==> src/rtl/y_alu_pkg.sv <==
// Shared opcode encodings and operation type for the y_alu execute-stage ALU.
package y_alu_pkg;

    typedef logic [2:0] alu_op_t;

    localparam alu_op_t OP_AND = 3'b000;
    localparam alu_op_t OP_OR  = 3'b001;
    localparam alu_op_t OP_ADD = 3'b010;
    localparam alu_op_t OP_SUB = 3'b110;
    localparam alu_op_t OP_SLT = 3'b111;

endpackage

==> src/rtl/y_alu_adder.sv <==
// y_adder: WIDTH-bit adder with carry-in, reporting carry-out and signed overflow.
module y_adder #(
    parameter int WIDTH = 32
) (
    input  logic [WIDTH-1:0] a,
    input  logic [WIDTH-1:0] b,
    input  logic             cin,
    output logic [WIDTH-1:0] sum,
    output logic             cout,
    output logic             ovf
);

    logic [WIDTH:0] full;

    assign full = {1'b0, a} + {1'b0, b} + {{WIDTH{1'b0}}, cin};
    assign sum  = full[WIDTH-1:0];
    assign cout = full[WIDTH];
    // Signed overflow: operands agree in sign but the sum does not.
    assign ovf  = (a[WIDTH-1] == b[WIDTH-1]) && (sum[WIDTH-1] != a[WIDTH-1]);

endmodule

==> src/rtl/y_alu.sv <==
// y_alu: registered AND/OR/ADD/SUB ALU with zero flag and one-cycle valid.
// Set-less-than on op 111 is built only when YALU_SLT_EN is defined.
module y_alu
    import y_alu_pkg::*;
#(
    parameter int WIDTH = 32
) (
    input  logic             clk,
    input  logic             rst_n,
    input  logic             in_valid,
    input  logic [WIDTH-1:0] a,
    input  logic [WIDTH-1:0] b,
    input  alu_op_t          op,
    output logic [WIDTH-1:0] z,
    output logic             ex,
    output logic             out_valid
);

    logic             is_sub;
    logic [WIDTH-1:0] add_b;
    logic [WIDTH-1:0] add_sum;
    logic             add_cout_unused;
    logic             add_ovf;
    logic [WIDTH-1:0] result;

    logic [WIDTH-1:0] z_d, z_q;
    logic             ex_d, ex_q;
    logic             out_valid_d, out_valid_q;

    // SUB and SLT share the adder as a + ~b + 1.
    assign is_sub = (op == OP_SUB) || (op == OP_SLT);
    assign add_b  = is_sub ? ~b : b;

    y_adder #(.WIDTH(WIDTH)) u_adder (
        .a    (a),
        .b    (add_b),
        .cin  (is_sub),
        .sum  (add_sum),
        .cout (add_cout_unused),
        .ovf  (add_ovf)
    );

`ifdef YALU_SLT_EN
    logic slt;
    assign slt = add_sum[WIDTH-1] ^ add_ovf;
`else
    logic ovf_unused;
    assign ovf_unused = add_ovf;
`endif

    always_comb begin
        result = '0;
        case (op)
            OP_AND:  result = a & b;
            OP_OR:   result = a | b;
            OP_ADD:  result = add_sum;
            OP_SUB:  result = add_sum;
`ifdef YALU_SLT_EN
            OP_SLT:  result = {{(WIDTH-1){1'b0}}, slt};
`endif
            default: result = '0;
        endcase
    end

    always_comb begin
        z_d         = z_q;
        ex_d        = ex_q;
        out_valid_d = in_valid;
        if (in_valid) begin
            z_d  = result;
            ex_d = (result == '0);
        end
    end

    always_ff @(posedge clk or negedge rst_n) begin
        if (!rst_n) begin
            z_q         <= '0;
            ex_q        <= 1'b0;
            out_valid_q <= 1'b0;
        end else begin
            z_q         <= z_d;
            ex_q        <= ex_d;
            out_valid_q <= out_valid_d;
        end
    end

    assign z         = z_q;
    assign ex        = ex_q;
    assign out_valid = out_valid_q;

endmodule

==> config.mk <==
export PLATFORM = sky130hd
export DESIGN_NAME = y_alu
export DESIGN_NICKNAME = d
export VERILOG_FILES = /design/src/rtl/y_alu_pkg.sv /design/src/rtl/y_alu_adder.sv /design/src/rtl/y_alu.sv
export SDC_FILE = /design/constraint.sdc
export NUM_CORES = 1
export LEC_CHECK = 0
export CAP_MARGIN = 25
export CORE_ASPECT_RATIO = 2
export CORE_MARGIN = 5
export CORE_UTILIZATION = 54
export DETAILED_ROUTE_END_ITERATION = 10
export PLACE_DENSITY_LB_ADDON = 0.25
export SETUP_SLACK_MARGIN = 0.05
export SKIP_LAST_GASP = 1
export SLEW_MARGIN = 5
export SYNTH_ARGS = -nofsm -noshare
export SYNTH_HDL_FRONTEND = slang
export SYNTH_HIERARCHICAL = 1
export SYNTH_SLANG_ARGS = --single-unit
==> constraint.sdc <==
create_clock -name clk -period 1.75 [get_ports clk]
set_clock_uncertainty 0.2 [all_clocks]
set_input_delay 0.35 -clock clk [delete_from_list [all_inputs] [get_ports clk]]
set_output_delay 0.35 -clock clk [all_outputs]
set_load 0.05 [all_outputs]
==> impl_metrics.tcl, run 1 <==
set metrics [dict create \
    status "aborted with a tool error" \
    haltStage "4_1_cts" \
    tool.error "[ERROR DPL-0038] Utilization greater than 100%, impossible to legalize" \
    syn_area_sq_um 3965 \
    rows 44 \
    fp.dieW_um 70.59 \
    cts_resized 129 \
    cts_buffer_depth 2 \
    fp.dieH_um 131.2 \
    routabilityCongestion 1.073 \
    syn_area_per_cell_sq_um 8.564 \
    clockRootBuffer "clkbuf_16" \
    syn_nets 566 \
    port_buffers 103 \
    syn_inst 463 \
    hold_buffers 0 \
    initial_core_util 0.5498 \
    cts_buffers 5 \
    ys.warnings.count 6 \
    io-pin-count 104 \
    htree_levels 2 \
    cts_setup_buffers 36 \
    dp_hpwl_um 15420 \
]
==> through the flow <==
| stage | setup slack, ns | instance area [sq um] | std cells |
|---|---|---|---|
| after detailed placement | -2.990 | 6669 | 796 |
| after global placement | -2.581 | 6669 | 796 |
| after floorplan | -1.711 | 4028 | 463 |
==> run 2, diff against run 1 <==
- CORE_ASPECT_RATIO: 2 -> unset
- CORE_UTILIZATION: 54 -> 40
- PLACE_DENSITY_LB_ADDON: 0.25 -> 0.15
- SETUP_SLACK_MARGIN: 0.05 -> unset
==> run 2 against run 1 <==
Effect of this change: the flow now finishes, with violations (setup timing); synthesized area is the same; synthesized cell count unchanged.
==> impl_metrics.tcl, run 2 <==
set metrics [dict create \
    status "finished, violations left" \
    violations "setup timing" \
    syn_nets 566 \
    rsz0062_at_grt "true" \
    core_sq_um 9729 \
    internal_power_mw 3.405 \
    rr_worst_depth 2 \
    hold_class "primary input to async pin" \
    cts_buffer_depth 2 \
    p_seq_frac 0.180 \
    drv_slew 0 \
    cts_buffers 5 \
    grt_pass1_vias 5192 \
    grtUsageTotal 0.2587 \
    syn_inst 463 \
    drv_cap 0 \
    holdWs_ns 0.2275 \
    p_leak_nw 3.314 \
    initial_core_util 0.4075 \
    power.density_nw_per_um2 741.6 \
    criticalPathCategory "primary input to flop" \
    clock_power_share 0.157 \
    required_ns 1.78 \
    routabilityCongestion 0.9455 \
    drtAntennaViolNets 0 \
    crit_fanout 5 \
    io-pin-count 104 \
    worstMarginPinSlew_ns 0.6928 \
    mostFrequentLayoutCell "buf_4" \
    pre_cts_slack_ns -2.881 \
    period_share 2.106 \
    port_buffers 103 \
    syn_area_sq_um 3965 \
    ys.warnings.count 6 \
    r2r-start "z[15]" \
    hold_buffers 0 \
    tns_ns -41.51 \
    wl_um 15940 \
    cp-start-kind "primary input" \
    grt_pass1_wl_um 24580 \
    clock_latency_ns 0.28 \
    rows 36 \
    comb_power_share 0.663 \
    die-area_sq_um 12000 \
    vias 4767 \
    antenna_cells 0 \
    cp.arrival_ns 3.71 \
    clockRootBuffer "clkbuf_8" \
    power_switching_mw 2.212 \
    htree_levels 2 \
    fp.dieW_um 109.6 \
    grt_overflow 0 \
    tritoncts "built" \
    drt_iter0_drc 180 \
    setup_viol 32 \
    swShare 0.3938 \
    syn_area_per_cell_sq_um 8.564 \
    r2r_slack_ns 0.71 \
    finalWorstSetupSlack_ns -1.936 \
    reg2reg_to "z[15]" \
    max_freq_mhz 271.3 \
    cts_sinks 34 \
    drive_gt1_frac 0.5060 \
    dp_hpwl_um 11460 \
    fillCellCount 638 \
    nNetsFinal 849 \
    avgRoutedWirePerCell_um 18.11 \
    largest_reg_flops 32 \
    final_util 0.7784 \
    clkTransAtPathRegs_ns 0.08 \
    layout_common_cells "188 x buf_4, 57 x clkdlybuf4s50_1, 42 x xnor2_1" \
    peakVddDrop_v 0.0005835 \
    fp.dieH_um 109.6 \
    relSlewSlack 0.5381 \
    syn_to_final_growth_pct 91.01 \
    setup.worst_path.end_class "flop" \
    min_period_ns 3.686 \
    drc 0 \
    grt_max_degree 65 \
    hold_viol 0 \
    dr.pass1.iters 4 \
    grt_antenna_before_repair 0 \
    vias_per_cell 5.417 \
]
[run 2: worst max-delay path, cell delays in order]
cell and delay, ns:
buf_8 0.11, nand2_8 0.07, buf_8 0.12, inv_4 0.03
fa_2 0.36, fa_2 0.37, a21o_1 0.23, a221oi_4 0.31
or3_4 0.20, buf_6 0.10, a21oi_4 0.05, buf_6 0.12
o21ai_4 0.16, o21bai_1 0.11, xor2_1 0.15, a22oi_2 0.19
nand4_1 0.15, nor4_2 0.36, a22o_1 0.17
[run 2: power groups by stage]
stage               sequential, mW  combinational [mW]  clock [mW]
global route                  1.03                3.95       0.930
global placement              1.02                3.12           0
finish                        1.01                3.72       0.879
CTS                           1.01                3.51       0.890
detailed placement            1.02                3.16           0
floorplan                     1.31                1.28           0
[run 2: repair_timing]
action                     CTS  global route
setup endpoints to repair   33            32
pin swaps                   58            55
buffers inserted            40            15
resized for setup           97            38
[run 2: metal layers]
layer  vias up  share of wire  track usage
met5         -              0            0
met4         0          0.039      0.08905
met3        51          0.054      0.04052
met2       174           0.53       0.4978
met1      2278           0.38       0.2846
li1       2264              -            -
[run 2: worst max-delay path by stage]
stage / from / end
after floorplan: op[2] / ex
after global placement: op[2] / ex
after detailed placement: op[2] / ex
after CTS: op[1] / ex
after global routing: op[1] / ex
final: op[1] / ex
[run 2: metrics by stage]
stage | power (mW) | area [sq um] | cells
final | 5.616 | 7574 | 880
after global routing | 5.905 | 7574 | 880
after CTS | 5.410 | 7368 | 875
after detailed placement | 4.180 | 6633 | 832
after global placement | 4.139 | 6633 | 832
after floorplan | 2.588 | 4028 | 463
[run 2: cell type report]
| class | count | area (sq um) | share of cell area |
|---|---|---|---|
| multi-input combinational | 391 | 3421 | 0.4517 |
| timing repair buffer | 305 | 2962 | 0.3910 |
| sequential | 34 | 850.8 | 0.1123 |
| tap | 133 | 166.4 | 0.02197 |
| clock buffer | 5 | 68.82 | 0.009086 |
| clock inverter | 3 | 68.82 | 0.009086 |
| inverter | 9 | 36.28 | 0.004791 |
No activity file was read; power rests on OpenSTA's default activity.
